## src/rtl/hpdcache_flush_walker.sv

```systemverilog
// Flush-all sequencer: walks every directory set, hands each valid+dirty line to the
// flush controller ALLOC port, clears its dirty bit on acceptance, then waits for drain.
module hpdcache_flush_walker #(
  parameter int unsigned SETS      = 64,
  parameter int unsigned WAYS      = 4,
  parameter int unsigned TAG_WIDTH = 20,
  localparam int unsigned SetWidth = (SETS > 1) ? $clog2(SETS) : 1
) (
  input  logic                          clk_i,
  input  logic                          rst_ni,
  input  logic                          flush_all_req_i,
  output logic                          flush_all_ready_o,
  output logic                          flush_all_done_o,
  output logic                          dir_rd_o,
  output logic [SetWidth-1:0]           dir_rd_set_o,
  input  logic                          dir_rd_gnt_i,
  input  logic [WAYS-1:0]               dir_valid_i,
  input  logic [WAYS-1:0]               dir_dirty_i,
  input  logic [WAYS*TAG_WIDTH-1:0]     dir_tag_i,
  output logic                          dir_clr_dirty_o,
  output logic [SetWidth-1:0]           dir_clr_set_o,
  output logic [WAYS-1:0]               dir_clr_way_o,
  output logic                          flush_alloc_o,
  input  logic                          flush_alloc_ready_i,
  output logic [TAG_WIDTH+SetWidth-1:0] flush_alloc_nline_o,
  output logic [WAYS-1:0]               flush_alloc_way_o,
  input  logic                          flush_empty_i
);

  localparam logic [2:0] StIdle  = 3'd0;
  localparam logic [2:0] StRead  = 3'd1;
  localparam logic [2:0] StCheck = 3'd2;
  localparam logic [2:0] StEmit  = 3'd3;
  localparam logic [2:0] StDrain = 3'd4;

  localparam logic [SetWidth-1:0] LastSet = SetWidth'(SETS - 1);

  logic [2:0]                state_q, state_d;
  logic [SetWidth-1:0]       set_cnt_q, set_cnt_d;
  logic [WAYS-1:0]           pending_q, pending_d;
  logic [WAYS*TAG_WIDTH-1:0] tags_q, tags_d;

  logic [WAYS-1:0]      sel_oh;
  logic [TAG_WIDTH-1:0] sel_tag;
  logic [WAYS-1:0]      check_pending;
  logic                 advance;

  // Lowest set bit of pending picks the way to emit.
  assign sel_oh        = pending_q & (~pending_q + WAYS'(1));
  assign check_pending = dir_valid_i & dir_dirty_i;

  always_comb begin
    sel_tag = '0;
    for (int w = 0; w < int'(WAYS); w++) begin
      if (sel_oh[w]) sel_tag = sel_tag | tags_q[w*TAG_WIDTH +: TAG_WIDTH];
    end
  end

  always_comb begin
    state_d             = state_q;
    set_cnt_d           = set_cnt_q;
    pending_d           = pending_q;
    tags_d              = tags_q;
    advance             = 1'b0;
    flush_all_ready_o   = 1'b0;
    flush_all_done_o    = 1'b0;
    dir_rd_o            = 1'b0;
    dir_rd_set_o        = '0;
    dir_clr_dirty_o     = 1'b0;
    dir_clr_set_o       = '0;
    dir_clr_way_o       = '0;
    flush_alloc_o       = 1'b0;
    flush_alloc_nline_o = '0;
    flush_alloc_way_o   = '0;

    case (state_q)
      StIdle: begin
        flush_all_ready_o = 1'b1;
        if (flush_all_req_i) begin
          set_cnt_d = '0;
          state_d   = StRead;
        end
      end
      StRead: begin
        dir_rd_o     = 1'b1;
        dir_rd_set_o = set_cnt_q;
        if (dir_rd_gnt_i) state_d = StCheck;
      end
      StCheck: begin
        pending_d = check_pending;
        tags_d    = dir_tag_i;
        if (|check_pending) state_d = StEmit;
        else                advance = 1'b1;
      end
      StEmit: begin
        flush_alloc_o       = 1'b1;
        flush_alloc_nline_o = {sel_tag, set_cnt_q};
        flush_alloc_way_o   = sel_oh;
        if (flush_alloc_ready_i) begin
          dir_clr_dirty_o = 1'b1;
          dir_clr_set_o   = set_cnt_q;
          dir_clr_way_o   = sel_oh;
          pending_d       = pending_q & ~sel_oh;
          if (pending_d == '0) advance = 1'b1;
        end
      end
      StDrain: begin
        flush_all_done_o = flush_empty_i;
        if (flush_empty_i) state_d = StIdle;
      end
      default: state_d = StIdle;
    endcase

    // The walk never wraps: the last set always hands over to the drain wait.
    if (advance) begin
      if (set_cnt_q == LastSet) begin
        state_d = StDrain;
      end else begin
        set_cnt_d = set_cnt_q + SetWidth'(1);
        state_d   = StRead;
      end
    end
  end

  always_ff @(posedge clk_i or negedge rst_ni) begin
    if (!rst_ni) begin
      state_q   <= StIdle;
      set_cnt_q <= '0;
      pending_q <= '0;
      tags_q    <= '0;
    end else begin
      state_q   <= state_d;
      set_cnt_q <= set_cnt_d;
      pending_q <= pending_d;
      tags_q    <= tags_d;
    end
  end

endmodule

```

## config.mk

```make
export PLATFORM = sky130hd
export DESIGN_NAME = hpdcache_flush_walker
export DESIGN_NICKNAME = d
export VERILOG_FILES = /design/src/rtl/hpdcache_flush_walker.sv
export SDC_FILE = /design/constraint.sdc
export NUM_CORES = 1
export LEC_CHECK = 0
export ABC_AREA = 1
export CORE_ASPECT_RATIO = 1.75
export CORE_MARGIN = 1
export CORE_UTILIZATION = 40
export CTS_BUF_LIST = sky130_fd_sc_hd__clkbuf_4 sky130_fd_sc_hd__clkbuf_8 sky130_fd_sc_hd__clkbuf_16
export CTS_CLUSTER_SIZE = 10
export DETAILED_ROUTE_END_ITERATION = 6
export DONT_BUFFER_PORTS = 1
export PLACE_DENSITY_LB_ADDON = 0.1
export RECOVER_POWER = 25
export SLEW_MARGIN = 25
export SYNTH_ARGS = -nofsm -noshare
export SYNTH_HDL_FRONTEND = slang
export SYNTH_SLANG_ARGS = --single-unit
```

## constraint.sdc

```tcl
create_clock -name clk_i -period 3.4 [get_ports clk_i]
set_input_delay 0.34 -clock clk_i [delete_from_list [all_inputs] [get_ports clk_i]]
set_output_delay 0.34 -clock clk_i [all_outputs]
set_load 0.1 [all_outputs]
```

## Yosys cells after proc, flatten, opt, wreduce, memory -nomap -nowiden

Index checks and enable logic that the tools add are counted.

| word-level totals | value |
|---|---|
| bits in registers | 93 |
| output and inout port bits | 51 |
| word-level logic and storage cells | 65 |

| operators by class | value |
|---|---|
| $add $sub $neg | 2 |
| equal/unequal tests | 11 |
| muxes and demuxes | 34 |
| bitwise logic cells | 8 |
| reduce and logical (&&, ||, !) cells | 6 |

Operators with widths:

| kind | count |
|---|---|
| $mux 20 | 4 |
| $or 20x20->20 | 3 |
| $mux 6 | 7 |
| $mux 26 | 1 |
| $mux 3 | 6 |
| $mux 4 | 4 |
| $pmux 3 s5 | 1 |
| $and 4x4->4 | 3 |
| $ne 3x3->1 const B | 4 |
| $mux 1 | 9 |
| $not 4->4 | 2 |
| $pmux 4 s2 | 1 |
| $add 6x1->6 const B | 1 |
| $eq 3x2->1 const B | 2 |
| $eq 6x6->1 const B | 1 |
| $reduce_and 5->1 | 1 |
| $add 4x1->4 const B | 1 |
| $logic_not 4->1 | 1 |
| $ne 2x2->1 const B | 2 |
| $reduce_or 4->1 | 1 |
| $eq 3x1->1 const B | 1 |
| $eq 3x3->1 const B | 1 |
| $logic_not 3->1 | 1 |
| $pmux 1 s2 | 1 |
| other kinds (2) | 2 |

## Depth between registers and ports, before layout

| depth | value |
|---|---|
| depth in word-level cells | 11 |
| mapped depth | 9 |

## Least setup slack after synthesis

Ideal clock, no wire load.

| path | value |
|---|---|
| path type | reg-to-output |
| start | reg state_q[2] |
| end | out dir_clr_set_o[0] |
| arrival | 3.509 ns |
| required time | 3.060 ns |
| path slack | -0.449 ns |
| stages on the path, launching flop included | 6 |
| cells stage by stage | dfrtp_1 -> inv_2 -> nand3_2 -> nor2_1 -> inv_1 -> nor2_1 |

| on the way | value |
|---|---|
| cells in the longest elaborated chain, start to end | 2 |

RTL lines:

| what | line | source |
|---|---|---|
| start: declaration | 38 | `logic [2:0] state_q, state_d;` |
| start signal: assignment | 127 | `state_q <= StIdle;` |
| start signal: assignment | 132 | `state_q <= state_d;` |
| $eq 3x2->1 | 76 | `case (state_q)` |
| $mux 6 | 76 |  |
| end: declaration | 21 | `output logic [SetWidth-1:0] dir_clr_set_o,` |

Every way passes these cells.

## Worst setup path after layout

| path | value |
|---|---|
| start | reg pending_q[0] |
| end | out flush_alloc_nline_o[12] |

| on the way | value |
|---|---|
| cells in the longest elaborated chain, start to end | 11 |

RTL lines:

| what | line | source |
|---|---|---|
| start: declaration | 40 | `logic [WAYS-1:0] pending_q, pending_d;` |
| start signal: assignment | 134 | `pending_q <= pending_d;` |
| $not 4->4 | 49 | `assign sel_oh = pending_q & (~pending_q + WAYS'(1));` |
| $add 4x1->4 | 49 |  |
| $and 4x4->4 (*) | 49 |  |
| $mux 20 | 55 | `if (sel_oh[w]) sel_tag = sel_tag \| tags_q[w*TAG_WIDTH +: TAG_WIDTH];` |
| $or 20x20->20 | 55 |  |
| $mux 20 | 55 |  |
| $or 20x20->20 | 55 |  |
| $mux 20 | 55 |  |
| $or 20x20->20 | 55 |  |
| $mux 20 (*) | 55 |  |
| $mux 26 (*) | 76 |  |
| end: declaration | 25 | `output logic [TAG_WIDTH+SetWidth-1:0] flush_alloc_nline_o,` |

Every way passes the cells marked *; elsewhere a longest branch is shown, timed or not.

==> impl_metrics.ini <==
[run_status]
outcome = finished with violations
violations = capacitance limit, slew limit

[synthesis]
mappedNetlistArea_mm2 = 0.00459
synth_top_flop_cell = sky130_fd_sc_hd__dfrtp_1
number_of_enable_type_register_cells_in_the_synthesized_netlist = 0
post-synth-top-area-cell = sky130_fd_sc_hd__dfrtp_1
synthesized_netlist_net_count = 731
synth_cells = 636
async_reset_ff_frac = 1.00
synthesis_warnings = 0
ys_seq_elements = 93
post_synth_num_cell_types = 30
synth.yosys.seq_area_share = 0.507
yosysTopAreaCellShare = 0.507
ys_top_cells_by_area = sky130_fd_sc_hd__dfrtp_1, sky130_fd_sc_hd__nand2_1, sky130_fd_sc_hd__nand3_1
postSynthAreaPerCell_um2 = 7.22

[sta]
tightest_slew_ns = 2.27
report.final.setup_viol = 0
rsz_0062_raised_after_global_routing = false
min_period_ns = 3.00
final.setup_skew_ns = 0.0104
maxSlewHeadroom = -0.514
fmaxAchievable_mhz = 333
final-hold-violation-count = 0
finalMaxSlewViolations = 94
fin_crit_share = 0.883

[cts]
cts-buffers-inserted = 9
clock_tree.buffer_depth = 2
cts.repair_timing.setup_buffer_count = 0
cts_root_buf = sky130_fd_sc_hd__clkbuf_16
clkTransAtPathRegs_ns = 0.07
clock_network_latency_to_the_later_pin_of_the_worst_skew_pair_ns = 0.34
clock_tree.htree_level_count = 3
clock_sinks = 93
cts_tree = yes

[floorplanning]
io_pins = 145
initial_util = 0.411
die_width_um = 83.0
core_region_area_mm2 = 0.0112
floorplan.die_area_mm2 = 0.0119
floorplan.die.height_um = 144
std_cell_rows = 51

[placed_design]
dp.final_hpwl_um = 9830
place_congestion = 0.859
place.port_buffers = 0

[global_routing]
grt_pass1_wl_um = 21200
number_of_global_route_vias_before_repair = 4108
grtUsageTotal = 0.229
grt_overflow = 0
initial_antenna_violation_count = 2
grt_start_max_net_pins = 94

[critical_path]
critPathArrivalTime_ns = 2.66
startpoint_type = register
worstPathCellList = nor2_2, nand2_1, inv_1, nand2_1, nand3_1, a21oi_1, nor2_2, buf_4
crit_slowest_cell = sky130_fd_sc_hd__dfrtp_1
critPathMaxStageDelay_ns = 0.65
worstSetupPathType = register to primary output
critical_path.endpoint_type = primary output
worstPathRequired_ns = 3.06
critical_path.n_buffers_inverters = 2
critical_path.top_delay_family = buffers and inverters
worstPathMaxFanout = 23

[finish]
area_of_combinational_cells_with_multiple_inputs_mm2 = 0.00220
post_route_cells_drive_above_1_share = 0.193
layout.core_utilization = 0.505
final-seq-area_mm2 = 0.00233
filler_cell_count = 1130
nets = 768
areaGrowthSynthToFinish_pct = 22.7

[power]
vdd.ir_drop.worst_uv = 847
clock_power_share = 0.156
p_seq_frac = 0.327
power_density_mw_per_mm2 = 1110
total_switching_power_mw = 3.23
switching_share = 0.518
p_int_mw = 3.01
combinationalPowerShare = 0.517
power_leakage_nw = 2.92
p_total_mw = 6.25

[flow_run]
max_cap_viol_count = 1

[drt]
ant_nets = 0
drt_pass1_iterations = 5
dr.first_iter.drc_count = 223
drt-vias-per-instance = 5.15
wire_per_inst_um = 16.3
detailroute.via_count = 4179
route.final.wire_length_um = 13300
remaining_drc_errors = 0

[hold_path]
worst_hold_path_type = input port to register
layout by cell type, fill, tap and decap left out, drive strengths merged, types with 2 or more instances in the layout:
cell type,Yosys,final
buf,18,49
diode,0,2
nand2,345,345
a21oi,33,33
xor2,2,2
inv,24,25
nor3,5,5
dfrtp,93,93
nand3b,2,2
clkbuf,12,18
nand3,44,44
nor2,42,42
clkinv,0,2
o21ai,9,9
state kept, by name, summed over array words and instances, names as in the netlist:
signal,count
pending_q,4
set_cnt_q,6
state_q,3
tags_q,80
through the flow:
stage	setup slack (ns)	area (um2)	cells	hold slack (ns)	setup TNS [ns]
3_5_place_dp	0.726	5330	792	0.0491	0
2_1_floorplan	-0.114	4620	636	0.0444	-0.455
4_1_cts	0.354	5650	810	0.0986	0
5_1_grt	0.159	5640	812	0.0977	0
3_3_place_gp	0.748	5330	792	0.0478	0
6_report	0.399	5640	812	0.107	0
worst paths after layout:
| check | depth (start not counted) | endpoint | startpoint | slack, ns |
|---|---|---|---|---|
| max in group asynchronous | 2 | tags_q[58]$_DFFE_PN0P_ | rst_ni | 0.84 |
| max reg2reg | 8 | pending_q[2]$_DFFE_PN0P_ | state_q[1]$_DFFE_PN0P_ | 1.33 |
| min reg2reg | 2 | tags_q[53]$_DFFE_PN0P_ | tags_q[53]$_DFFE_PN0P_ | 0.48 |
| min in group asynchronous | 2 | tags_q[61]$_DFFE_PN0P_ | rst_ni | 1.20 |
| min | 2 | tags_q[17]$_DFFE_PN0P_ | dir_tag_i[17] | 0.11 |
| max | 8 | flush_alloc_nline_o[12] | pending_q[0]$_DFFE_PN0P_ | 0.40 |
worst register-to-register path, stage by stage, from the launching register on:
cell                       delay [ns]
sky130_fd_sc_hd__dfrtp_1         0.47
sky130_fd_sc_hd__nand3_2         0.12
sky130_fd_sc_hd__buf_4           0.52
sky130_fd_sc_hd__nor2_2          0.08
sky130_fd_sc_hd__buf_4           0.26
sky130_fd_sc_hd__nor2_1          0.20
sky130_fd_sc_hd__inv_2           0.10
sky130_fd_sc_hd__o211ai_1        0.09
sky130_fd_sc_hd__o21ai_0         0.11
synth_stat cells, types with 2 or more instances:
library cell                 n
sky130_fd_sc_hd__a21oi_1    32
sky130_fd_sc_hd__buf_2      15
sky130_fd_sc_hd__clkbuf_1   12
sky130_fd_sc_hd__dfrtp_1    93
sky130_fd_sc_hd__inv_1      20
sky130_fd_sc_hd__inv_2       4
sky130_fd_sc_hd__nand2_1   343
sky130_fd_sc_hd__nand3_1    41
sky130_fd_sc_hd__nand3_2     3
sky130_fd_sc_hd__nand3b_1    2
sky130_fd_sc_hd__nor2_1     40
sky130_fd_sc_hd__nor3_1      5
sky130_fd_sc_hd__o21ai_0     8
sky130_fd_sc_hd__xor2_1      2
cell type report:
class / count / share of cell area
Timing Repair Buffer: 56 / 0.0990
Clock buffer: 12 / 0.0462
Sequential cell: 93 / 0.413
Clock inverter: 4 / 0.00533
Multi-Input combinational cell: 489 / 0.390
Tap cell: 132 / 0.0293
Inverter: 24 / 0.0160
Antenna cell: 2 / 0.000888
cell families (layout without fill, tap and decap cells):
logic type | after synthesis | count (layout) | synth area share
XOR/XNOR | 3 | 3 | 0.00572
AND/OR/NAND/NOR | 440 | 440 | 0.383
adder cells (fa/ha/maj) | 1 | 1 | 0.00272
buffers and inverters | 54 | 96 | 0.0507
flip-flops | 93 | 93 | 0.507
other | 0 | 2 | 0
AO/OA/AOI/OAI | 45 | 45 | 0.0509
repair_timing:
item | CTS | global route
resized for setup | 0 | 0
hold buffers | 2 | 0
endpoints found under the hold margin | 93 | 0
power groups by stage:
stage / Combinational, mW / Sequential, mW / Clock, mW
after floorplan: 2.53 / 1.89 / 0
after global placement: 3.19 / 2.04 / 0
after detailed placement: 3.23 / 2.05 / 0
after CTS: 3.27 / 2.04 / 0.995
after global routing: 3.54 / 2.11 / 1.04
final: 3.23 / 2.04 / 0.973
layer usage:
layer / vias up / routed length (um) / global-route usage
li1: 2067 / - / -
met1: 1954 / 5330 / 0.275
met2: 134 / 6920 / 0.391
met3: 24 / 571 / 0.0396
met4: 0 / 422 / 0.121
met5: - / 0 / 0
No activity file was read; power rests on OpenSTA's default activity.
